**src/rtl/sevenseg_frame_decoder_if.sv**
```systemverilog
// Segment-scan capture bus for sevenseg_frame_decoder.
// The master drives the scanned pattern, the digit select and the downstream ready.
// The slave (the decoder) returns the assembled frame, the error pulses and busy.
//   seg_in    : segment pattern {g,f,e,d,c,b,a}, active high
//   dig_sel   : one-hot digit select, bit i selects slot i
//   in_valid  : seg_in/dig_sel are meaningful this cycle
//   out_data  : frame, slot i at out_data[4i+3:4i]
//   out_valid : frame complete and held
//   out_ready : downstream accepts the frame
//   err_glyph : one-cycle pulse, a stable pattern is not a legal hex glyph
//   err_sel   : one-cycle pulse, in_valid with a dig_sel that is not one-hot
//   busy      : tracking a pattern, holding a partial frame, or presenting a frame
interface sevenseg_frame_decoder_if #(
  parameter int unsigned DIGITS = 2
) ();
  logic [6:0]          seg_in;
  logic [DIGITS-1:0]   dig_sel;
  logic                in_valid;
  logic [4*DIGITS-1:0] out_data;
  logic                out_valid;
  logic                out_ready;
  logic                err_glyph;
  logic                err_sel;
  logic                busy;

  modport master (
    output seg_in,
    output dig_sel,
    output in_valid,
    output out_ready,
    input  out_data,
    input  out_valid,
    input  err_glyph,
    input  err_sel,
    input  busy
  );

  modport slave (
    input  seg_in,
    input  dig_sel,
    input  in_valid,
    input  out_ready,
    output out_data,
    output out_valid,
    output err_glyph,
    output err_sel,
    output busy
  );
endinterface

```
**src/rtl/sevenseg_frame_decoder.sv**
```systemverilog
// Converts scanned multiplexed 7-segment patterns back into hex nibbles.
// Each digit's pattern must be seen unchanged for STABLE_CYC consecutive valid cycles
// before it is accepted; accepted legal glyphs fill their slot, and once every slot
// is filled the frame is presented on out_data/out_valid until out_ready.
// Ports:
//   CK  : clock, rising edge
//   RN  : synchronous active-low reset
//   bus : slave side of sevenseg_frame_decoder_if (scan input, frame output, flags)
module sevenseg_frame_decoder #(
  parameter int unsigned DIGITS     = 2,
  parameter int unsigned STABLE_CYC = 3
) (
  input logic                     CK,
  input logic                     RN,
  sevenseg_frame_decoder_if.slave bus
);

  localparam int unsigned CntW = $clog2(STABLE_CYC + 1);
  localparam logic [CntW-1:0] CntMax = CntW'(STABLE_CYC);

  typedef enum logic [0:0] {StCollect, StOut} state_e;

  state_e              r_state;
  logic [6:0]          r_last_seg;
  logic [DIGITS-1:0]   r_last_sel;
  logic [CntW-1:0]     r_cnt;
  logic                r_taken;
  logic [DIGITS-1:0]   r_flags;
  logic [4*DIGITS-1:0] r_data;
  logic                r_out_valid;
  logic                r_err_glyph;
  logic                r_err_sel;

  logic                w_blank;
  logic                w_sel_onehot;
  logic                w_same;
  logic [CntW-1:0]     w_cnt_inc;
  logic                w_accept;
  logic                w_legal;
  logic [3:0]          w_nibble;
  logic [DIGITS-1:0]   w_flags_nxt;
  logic [4*DIGITS-1:0] w_data_nxt;

  assign w_blank      = (bus.seg_in == 7'h00);
  assign w_sel_onehot = (bus.dig_sel != '0) && ((bus.dig_sel & (bus.dig_sel - 1'b1)) == '0);
  assign w_same       = (bus.seg_in == r_last_seg) && (bus.dig_sel == r_last_sel);
  assign w_cnt_inc    = (r_cnt == CntMax) ? r_cnt : r_cnt + 1'b1;

  // Accept only on the cycle the run first reaches STABLE_CYC; taken blocks re-acceptance
  // while the same run keeps going.
  assign w_accept = (r_state == StCollect) && bus.in_valid && !w_blank && w_sel_onehot &&
                    w_same && !r_taken && (w_cnt_inc == CntMax);

  always_comb begin
    w_legal  = 1'b1;
    w_nibble = 4'h0;
    unique case (bus.seg_in)
      7'h3F: w_nibble = 4'h0;
      7'h06: w_nibble = 4'h1;
      7'h5B: w_nibble = 4'h2;
      7'h4F: w_nibble = 4'h3;
      7'h66: w_nibble = 4'h4;
      7'h6D: w_nibble = 4'h5;
      7'h7D: w_nibble = 4'h6;
      7'h07: w_nibble = 4'h7;
      7'h7F: w_nibble = 4'h8;
      7'h6F: w_nibble = 4'h9;
      7'h77: w_nibble = 4'hA;
      7'h7C: w_nibble = 4'hB;
      7'h39: w_nibble = 4'hC;
      7'h5E: w_nibble = 4'hD;
      7'h79: w_nibble = 4'hE;
      7'h71: w_nibble = 4'hF;
      default: w_legal = 1'b0;
    endcase
  end

  // Slot update for an accepted pattern: legal writes (latest wins), illegal clears.
  always_comb begin
    w_flags_nxt = r_flags;
    w_data_nxt  = r_data;
    if (w_accept) begin
      for (int i = 0; i < int'(DIGITS); i++) begin
        if (bus.dig_sel[i]) begin
          w_flags_nxt[i]       = w_legal;
          w_data_nxt[4*i +: 4] = w_legal ? w_nibble : 4'h0;
        end
      end
    end
  end

  always_ff @(posedge CK) begin
    if (!RN) begin
      r_state     <= StCollect;
      r_last_seg  <= '0;
      r_last_sel  <= '0;
      r_cnt       <= '0;
      r_taken     <= 1'b0;
      r_flags     <= '0;
      r_data      <= '0;
      r_out_valid <= 1'b0;
      r_err_glyph <= 1'b0;
      r_err_sel   <= 1'b0;
    end else begin
      r_err_glyph <= 1'b0;
      r_err_sel   <= 1'b0;
      unique case (r_state)
        StCollect: begin
          if (!bus.in_valid || w_blank) begin
            r_cnt   <= '0;
            r_taken <= 1'b0;
          end else if (!w_sel_onehot) begin
            r_err_sel <= 1'b1;
            r_cnt     <= '0;
            r_taken   <= 1'b0;
          end else if (!w_same) begin
            r_last_seg <= bus.seg_in;
            r_last_sel <= bus.dig_sel;
            r_cnt      <= CntW'(1);
            r_taken    <= 1'b0;
          end else begin
            r_cnt <= w_cnt_inc;
            if (w_accept) begin
              r_taken     <= 1'b1;
              r_err_glyph <= !w_legal;
            end
          end
          r_flags <= w_flags_nxt;
          r_data  <= w_data_nxt;
          // Frame completes on the same edge the last nibble lands; the tracker is
          // cleared here so OUT starts with it already idle.
          if (&w_flags_nxt) begin
            r_state     <= StOut;
            r_out_valid <= 1'b1;
            r_last_seg  <= '0;
            r_last_sel  <= '0;
            r_cnt       <= '0;
            r_taken     <= 1'b0;
          end
        end
        StOut: begin
          if (bus.out_ready) begin
            r_state     <= StCollect;
            r_out_valid <= 1'b0;
            r_flags     <= '0;
            r_data      <= '0;
          end
        end
        default: r_state <= StCollect;
      endcase
    end
  end

  assign bus.out_data  = r_data;
  assign bus.out_valid = r_out_valid;
  assign bus.err_glyph = r_err_glyph;
  assign bus.err_sel   = r_err_sel;
  assign bus.busy      = (r_cnt != '0) || (|r_flags) || (r_state == StOut);

endmodule
```
**src/flat_wrapper.sv**
```systemverilog
// flat-port wrapper written by rule: the top's interface ports become plain ports
module sevenseg_frame_decoder_flat 
#(
  parameter int unsigned DIGITS     = 2,
  parameter int unsigned STABLE_CYC = 3
)
  (CK, RN, bus_seg_in, bus_dig_sel, bus_in_valid, bus_out_ready, bus_out_data, bus_out_valid, bus_err_glyph, bus_err_sel, bus_busy);
  sevenseg_frame_decoder_if #(.DIGITS(DIGITS)) bus_i ();
  input logic CK;
  input logic RN;
  input wire logic [$bits(bus_i.seg_in)-1:0] bus_seg_in;
  input wire logic [$bits(bus_i.dig_sel)-1:0] bus_dig_sel;
  input wire logic [$bits(bus_i.in_valid)-1:0] bus_in_valid;
  input wire logic [$bits(bus_i.out_ready)-1:0] bus_out_ready;
  output wire logic [$bits(bus_i.out_data)-1:0] bus_out_data;
  output wire logic [$bits(bus_i.out_valid)-1:0] bus_out_valid;
  output wire logic [$bits(bus_i.err_glyph)-1:0] bus_err_glyph;
  output wire logic [$bits(bus_i.err_sel)-1:0] bus_err_sel;
  output wire logic [$bits(bus_i.busy)-1:0] bus_busy;
  assign bus_i.seg_in = bus_seg_in;
  assign bus_i.dig_sel = bus_dig_sel;
  assign bus_i.in_valid = bus_in_valid;
  assign bus_i.out_ready = bus_out_ready;
  assign bus_out_data = bus_i.out_data;
  assign bus_out_valid = bus_i.out_valid;
  assign bus_err_glyph = bus_i.err_glyph;
  assign bus_err_sel = bus_i.err_sel;
  assign bus_busy = bus_i.busy;
  sevenseg_frame_decoder #(.DIGITS(DIGITS), .STABLE_CYC(STABLE_CYC)) u_core (.CK(CK), .RN(RN), .bus(bus_i));
endmodule
```
**config.mk**
```make
export PLATFORM = sky130hd
export DESIGN_NAME = sevenseg_frame_decoder_flat
export DESIGN_NICKNAME = d
export VERILOG_FILES = /design/src/rtl/sevenseg_frame_decoder_if.sv /design/src/rtl/sevenseg_frame_decoder.sv /design/src/flat_wrapper.sv
export SDC_FILE = /design/constraint.sdc
export NUM_CORES = 1
export LEC_CHECK = 0
export ABC_CLOCK_PERIOD_IN_PS = 4900
export BUFFER_PORTS_ARGS = -buffer_cell sky130_fd_sc_hd__buf_2
export CORE_MARGIN = 4
export CORE_UTILIZATION = 55
export DETAILED_ROUTE_END_ITERATION = 10
export PLACE_DENSITY_LB_ADDON = 0.08
export SLEW_MARGIN = 0
export SYNTH_ARGS = -nofsm -noshare
export SYNTH_HDL_FRONTEND = slang
export SYNTH_SLANG_ARGS = --single-unit
```
**constraint.sdc**
```tcl
create_clock -name CK -period 4.9 [get_ports CK]
set_input_delay 0.49 -clock CK [delete_from_list [all_inputs] [get_ports CK]]
set_output_delay 0.49 -clock CK [all_outputs]
set_load 0.02 [all_outputs]
```
# == Word-level counts from Yosys, hierarchy flattened ==
# Index checks and enable logic that the tools add are counted.
# totals
regBits,26
input_bits,13
output_inout_bits,12
# classes
reduce_logical,30
n_bitwise,6
n_addsub,2
mux,38
eq_ne,28
# op_table
operator,n
$eq 7x7->1 const B,12
$pmux 4 s15,1
$mux 7,4
$mux 2,11
$mux 8,2
$pmux 8 s2,1
$reduce_or 16->1,1
$eq 7x3->1 const B,2
$eq 7x6->1 const B,2
$mux 1,13
$mux 4,3
$ne 2x2->1 const B,6
$logic_and 1x1->1,8
$eq 7x7->1,1
$logic_not 7->1,1
$reduce_and 2->1,3
$reduce_and 3->1,2
$reduce_bool 2->1,3
$reduce_or 6->1,1
$ne 5x5->1 const B,1
$not 1->1,5
$eq 2x2->1 const B,2
$logic_not 1->1,4
$pmux 1 s2,2
other kinds (11),13

# == Depth between registers and ports, before layout ==
# Gate-level depths: netlist of the first run.
# logic_depth
ltp_word,13
mapped_depth,10
depth_no_buf,7

# == Worst setup path after synthesis of the first run ==
# OpenSTA, ideal clock, no wires.
# synth_timing
path_kind,input to register
start,input bus_seg_in[3]
end,register u_core.r_last_seg[1]
slack_ns,2.295
path_stages,10
arrival_time_ns,2.488
path_buffers,3
setup_time_ns,0.117
t_required_ns,4.783
path_cell_list,buf_6 > xnor2_1 > nand3_1 > or3b_1 > buf_6 > nor4_4 > nand3_2 > a32o_1 > buf_6 > a22o_1
# synth_between
elab_chain_cells,11
elab_cells_between_ends,37
# synth_lines
item,line,source
start: declaration,flat_wrapper.sv:11,input wire logic [$bits(bus_i.seg_in)-1:0] bus_seg_in;
branches (longest 11 deep; another with $reduce_or 16->1),--,
end signal: assignment,sevenseg_frame_decoder.sv:117,r_last_seg <= bus.seg_in;
end: declaration,sevenseg_frame_decoder.sv:24,logic [6:0] r_last_seg;
# Several ways; the timed one is not identified.
# A chain may end at the register's enable or synchronous reset.

# == Worst setup path in the final report of the first run ==
# layout_timing
start,input bus_seg_in[1]
end,register u_core.r_last_sel[0]
# layout_between
elab_chain_cells,11
elab_cells_between_ends,37
# layout_lines
item,line,source
branches (longest 11 deep; another with $reduce_or 16->1),--,
end signal: assignment,sevenseg_frame_decoder.sv:118,r_last_sel <= bus.dig_sel;
end: declaration,sevenseg_frame_decoder.sv:25,logic [DIGITS-1:0] r_last_sel;
# Several ways; the timed one is not identified.

==> impl_metrics.csv, run 1 <==
group,metric,value,unit
synthesis,synth_area_per_cell,8.25,sq um
synthesis,ys_async_sr_fraction,0,%
placed_design,place_ws,1.86,ns
layout,nFillCells,238,
drt,firstDrtPassIters,4,
worst_setup_path,worstSetupEndpointType,"flip-flop",
synthesis,syn-num-nets,198,
drt,vias,1411,
timing,fin_crit_sh,55.3,%
die,rows,18,
global_routing,grt_pass1_vias,1334,
timing,setup_viol,0,
die,die_x,60.7,microns
worst_setup_path,criticalPathCategory,"in2reg",
placed_design,dp_hpwl,2.45,mm
timing,fmax,0.369,GHz
clock_tree,post_cts_resized,0,
drt,route.detailed.drc,0,
placed_design,portBuffers,24,
clock_tree,cts_tree,"done",
clock_tree,hold_buffers,0,
global_routing,globalRouteOverflowTotal,0,
worst_setup_path,arrival,2.98,ns
worst_setup_path,crit_path_max_fanout,15,
clock_tree,clock_path_buffers,2,
drt,routed_wl,3.35,mm
drt,drt_iter0_drc,67,
pwr,power_density,234,nW/um^2
drt,wl_per_cell,14.6,microns
clock_tree,cts-root-buf,"clkbuf_4",
pwr,cellLeakagePower,0.636,nW
clock_tree,cts.sinks,26,
worst_setup_path,rrSetupSlack,2.27,ns
global_routing,grt_antenna_before_repair,0,
pwr,ir_worst_vdd,0.000174,V
timing,hold_viol_final,0,
layout,nets,214,
status,status,"completed",
synthesis,ys_warn_count,0,
drt,routed_via_density,6.13,
timing,grt_setup_unrepaired,"false",
die,dieArea,3680,sq um
die,start_util,59.5,%
global_routing,grt_usage,20.5,%
min_path,min_path_type,"in2reg",
layout,drive_gt1_share,15.5,%
timing,tns,0,ns
placed_design,gp_congestion,0.831,
synthesis,yosysUniqueCellTypes,44,
timing,fin_ws,2.19,ns
synthesis,synth-main-ff-cell,"dfxtp_1",
die,core_area,2570,sq um
die,die_h,60.7,microns
timing,maxSlewHeadroom,55.4,%
clock_tree,cts_buffers,3,
clock_tree,cts_setup_buffers,0,
clock_tree,insertion_delay,0.32,ns
synthesis,yosys_register_bits,26,
die,ios,25,
timing,slew_violations,0,
worst_setup_path,critPathLaunchType,"input port",
layout,layout_commonest_cell,"dfxtp_1",
timing,fin_crit,2.71,ns
layout,diodes,0,
synthesis,syn_area,1530,sq um
global_routing,grt_max_degree,19,
layout,syn_to_final_growth,7.62,%
timing,fin_skew,0.00770,ns
worst_setup_path,cp_data_required_time,5.17,ns
timing,tightest_slew,0.662,ns
clock_tree,cts_htree_levels,1,
layout,final_cell_mix,"dfxtp_1 (26), buf_2 (24), nor2_1 (17), nand2_1 (17)",
clock_tree,cts.clk_slew.worst_paths,0.14,ns
synthesis,seq_area_frac_synth,34.1,%
synthesis,syn_inst,185,
run,maxCapViolations,0,
drt,detail-route-antenna-nets,0,
global_routing,grt_pass1_wl,5.81,mm
synthesis,synth_edf_count,0,
worst max-delay path, cell delays in order:
cell,delay [ns]
buf_2,0.24
and3b_1,0.21
mux2_2,0.26
a311oi_1,0.36
nand3_1,0.26
a41oi_1,0.52
a32o_1,0.45
a22o_1,0.20
power breakdown:
part | internal [mW] | switching [mW]
Sequential | 0.216 | 0.00298
Combinational | 0.0222 | 0.0345
Clock | 0.0454 | 0.0630
Total | 0.284 | 0.100
synthesized netlist by cell type, drive strengths merged (5+ instances only):
master	instances	share of area (%)
o21ai	5	1.6
nor2	17	4.2
a22o	9	5.2
nand3	12	4.3
nand2b	7	2.9
dfxtp	26	34
clkbuf	7	1.7
nand2	17	4.2
mux2i	5	3.3
xnor2	8	4.6
buf	6	3.4
a21oi	11	3.6
nand3b	5	2.5
inv	6	1.5
final cells by class:
| cell class | instances | area, sq um | share of cell area, % |
|---|---|---|---|
| clock buffers | 4 | 36.3 | 2.21 |
| repair buffers | 24 | 120 | 7.31 |
| multi-input cells | 140 | 906 | 55.1 |
| well taps | 30 | 37.5 | 2.28 |
| flip-flops and latches | 26 | 520 | 31.7 |
| inverters | 6 | 22.5 | 1.37 |
cell families after synthesis:
logic type                Yosys count  synth area share, %
and+or+nand+nor                    82                 30.3
AOI/OAI and AO/OA                  42                 19.3
DFF                                26                 34.1
buffers and inverters              19                 6.56
xor gates and xnor gates           10                 5.74
muxes                               6                 4.02
sequential cells by signal, summed over array words and instances, names as in the netlist:
signal / cells
u_core.bus.err_glyph: 1
u_core.bus.err_sel: 1
u_core.bus.out_data: 8
u_core.bus.out_valid: 1
u_core.r_cnt: 2
u_core.r_flags: 2
u_core.r_last_seg: 7
u_core.r_last_sel: 2
u_core.r_state: 1
u_core.r_taken: 1
through the flow:
| step | cells | hold slack, ns | power, mW | utilization (%) | instance area, sq um |
|---|---|---|---|---|---|
| floorplan | 185 | 0.455 | 0.266 | - | 1530 |
| global route | 230 | 0.422 | 0.402 | 64.0 | 1640 |
| finish | 230 | 0.417 | 0.384 | 64.0 | 1640 |
| detailed placement | 226 | 0.449 | 0.279 | 62.6 | 1610 |
| global placement | 226 | 0.439 | 0.278 | 62.6 | 1610 |
| CTS | 230 | 0.401 | 0.387 | 64.0 | 1640 |
layer usage:
| metal | vias up | track usage (%) | wire (microns) |
|---|---|---|---|
| met5 | - | 0 | 0 |
| met4 | 0 | 4.95 | 33 |
| met3 | 5 | 4.47 | 126 |
| met2 | 36 | 34.4 | 1570 |
| met1 | 658 | 26.8 | 1630 |
| li1 | 712 | - | - |
worst paths after layout:
path | depth (start not counted) | startpoint | to
min | 3 | RN | u_core.r_state
min reg2reg | 2 | u_core.bus.out_valid | u_core.bus.out_valid
max reg2reg | 7 | u_core.r_last_sel[0] | u_core.r_last_sel[0]
max | 8 | bus_seg_in[1] | u_core.r_last_sel[0]
Note: power is estimated with default switching activity, not from simulation.
==> run 2, diff against run 1 <==
- ABC_CLOCK_PERIOD_IN_PS: 4900 -> 2200
- CORE_UTILIZATION: 55 -> 50
- clock period: 4.9 -> 2.2 ns (I/O delays scaled with it)
==> run 2 against run 1 <==
Clock power grew to 3.0 times the previous value. Core utilization rose by 5.1 points. First-iteration DRC count rose by 58%. Critical path type is now reg2reg. Largest cell class unchanged.
==> impl_metrics.csv, run 2 (synthesized netlist as in run 1, its figures left out) <==
group,metric,value,unit
pwr,power.internal,0.750,mW
drt,vias,1552,
run,maxCapViolations,0,
placed_design,placed_area,1830,sq um
placed_design,placed_cells,257,
die,die_x,63.3,microns
worst_setup_path,crit_family,"compound AO/OA/AOI/OAI gates",
timing,fin_crit,2.19,ns
die,rows,19,
timing,maxSlewHeadroom,69.4,%
placed_design,dp_hpwl,2.94,mm
layout,syn_to_final_growth,28.0,%
layout,diodes,0,
clock_tree,clock_path_buffers,2,
clock_tree,insertion_delay,0.33,ns
worst_setup_path,critPathLaunchType,"flip-flop",
layout,final_cell_mix,"buf_4 (30), buf_2 (24), dfxtp_1 (22)",
layout,post-route-cell-area,1950,sq um
worst_setup_path,path_cells,"xnor2_2 -> nand3_1 -> buf_4 -> nor4_1 -> buf_4 -> a41oi_2 -> a32o_2 -> buf_6 -> a22o_1",
global_routing,globalRouteOverflowTotal,0,
global_routing,grt_pass1_vias,1470,
drt,firstDrtPassIters,4,
die,ios,25,
drt,routed_wl,4.05,mm
drt,wl_per_cell,15.4,microns
clock_tree,cts.sinks,26,
worst_setup_path,crit_path_max_incr_delay,0.36,ns
clock_tree,cts_htree_levels,1,
pwr,combinationalPowerShare,17.5,%
status,status,"completed",
min_path,min_path_type,"in2reg",
pwr,power_frac_seq,49.6,%
global_routing,grt_pass1_wl,6.60,mm
die,core_area,2830,sq um
die,start_util,54.0,%
placed_design,gp_congestion,0.883,
worst_setup_path,criticalPathCategory,"reg2reg",
global_routing,grt_max_degree,16,
layout,largest_register_ffs,8,
pwr,switching_share,24.1,%
worst_setup_path,crit_path_max_fanout,5,
worst_setup_path,cpMostUsedCell,"buf_4",
min_path,min_from,"RN",
pwr,cellLeakagePower,0.827,nW
timing,fin_crit_sh,99.6,%
clock_tree,cts-root-buf,"clkbuf_4",
worst_setup_path,r2r_start,"u_core.r_last_sel[0]",
die,die_h,63.3,microns
pwr,power_density,506,nW/um^2
timing,tightest_slew,0.452,ns
worst_setup_path,cp_data_required_time,2.44,ns
clock_tree,hold_buffers,0,
timing,slew_violations,0,
worst_setup_path,cp.buffers_inverters,3,
worst_setup_path,crit_start,"u_core.r_last_sel[0]",
pwr,power_switching,0.238,mW
drt,routed_via_density,5.90,
drt,detail-route-antenna-nets,0,
worst_setup_path,worstSetupEndpointType,"flip-flop",
die,dieArea,4000,sq um
layout,drive_gt1_share,31.9,%
layout,nets,246,
clock_tree,cts_buffers,3,
placed_design,portBuffers,24,
layout,layout_commonest_cell,"buf_4",
pwr,p_total,0.989,mW
pwr,ir_worst_vdd,0.000371,V
worst_setup_path,crit_slowest_cell,"dfxtp_2",
pwr,power.share.clock,32.9,%
worst_setup_path,arrival,2.43,ns
clock_tree,cts_tree,"done",
timing,grt_setup_unrepaired,"true",
timing,fmax,0.456,GHz
global_routing,grt_usage,19.8,%
drt,drt_iter0_drc,106,
global_routing,grt_antenna_before_repair,0,
layout,fin_cells,263,
timing,setup_viol,0,
clock_tree,cts.clk_slew.worst_paths,0.14,ns
timing,fin_skew,0.00906,ns
timing,hold_viol_final,0,
drt,route.detailed.drc,0,
-- run 2: cell types whose count changed in the layout (fill, tap and decap cells not counted), sizes merged --
cell / before / now
buf: 24 / 56
bufinv: 0 / 1
clkbuf: 4 / 3
-- run 2: repair_timing --
action | 4_1_cts | 5_1_grt
endpoints found under the setup margin | 9 | 12
endpoints found under the hold margin | 0 | 0
gates cloned | 0 | 1
pin swaps | 0 | 6
buffers inserted | 0 | 1
gates resized for setup | 1 | 13
-- run 2: per-layer routing --
layer | up-vias | share of wire (%) | track usage (%)
li1 | 770 | - | -
met1 | 744 | 46 | 24.6
met2 | 36 | 50 | 34.4
met3 | 2 | 3.5 | 4.80
met4 | 0 | 0.42 | 4.58
met5 | - | 0 | 0
-- run 2: power groups by stage --
stage / sequential [mW] / clock (mW) / combinational (mW)
floorplan: 0.498 / 0 / 0.0943
global placement: 0.498 / 0 / 0.152
detailed placement: 0.498 / 0 / 0.156
CTS: 0.488 / 0.332 / 0.158
global route: 0.492 / 0.363 / 0.187
finish: 0.490 / 0.326 / 0.173
-- run 2: cell type report --
class / count / area, sq um
multi-input cells: 140 / 947
inverters: 6 / 22.5
clock inverters: 1 / 30.0
flip-flops and latches: 26 / 526
repair buffers: 56 / 368
fillers: 226 / 875
clock buffers: 3 / 22.5
well taps: 31 / 38.8
-- run 2: through the flow --
| stage | hold WS (ns) | TNS (ns) | util [%] | setup WS, ns |
|---|---|---|---|---|
| 5_1_grt | 0.108 | -0.804 | 69.1 | -0.0998 |
| 3_5_place_dp | 0.450 | -0.549 | 64.8 | -0.0671 |
| 2_1_floorplan | 0.336 | 0 | - | 0.00549 |
| 6_report | 0.139 | 0 | 69.1 | 0.00829 |
| 3_3_place_gp | 0.437 | -0.0723 | 64.8 | -0.00930 |
| 4_1_cts | 0.124 | 0 | 66.7 | 0.00122 |
-- run 2: final timing paths --
check / endpoint / cells after the start / slack, ns
max: u_core.r_last_sel[0] / 9 / 0.008
min: u_core.r_state / 3 / 0.14
max reg2reg: u_core.r_last_sel[0] / 9 / 0.008
min reg2reg: u_core.bus.out_valid / 2 / 0.47
-- run 2: worst min-delay path: stages --
cell	delay [ns]
buf_2	0.13
nand2_1	0.06
a31oi_1	0.03
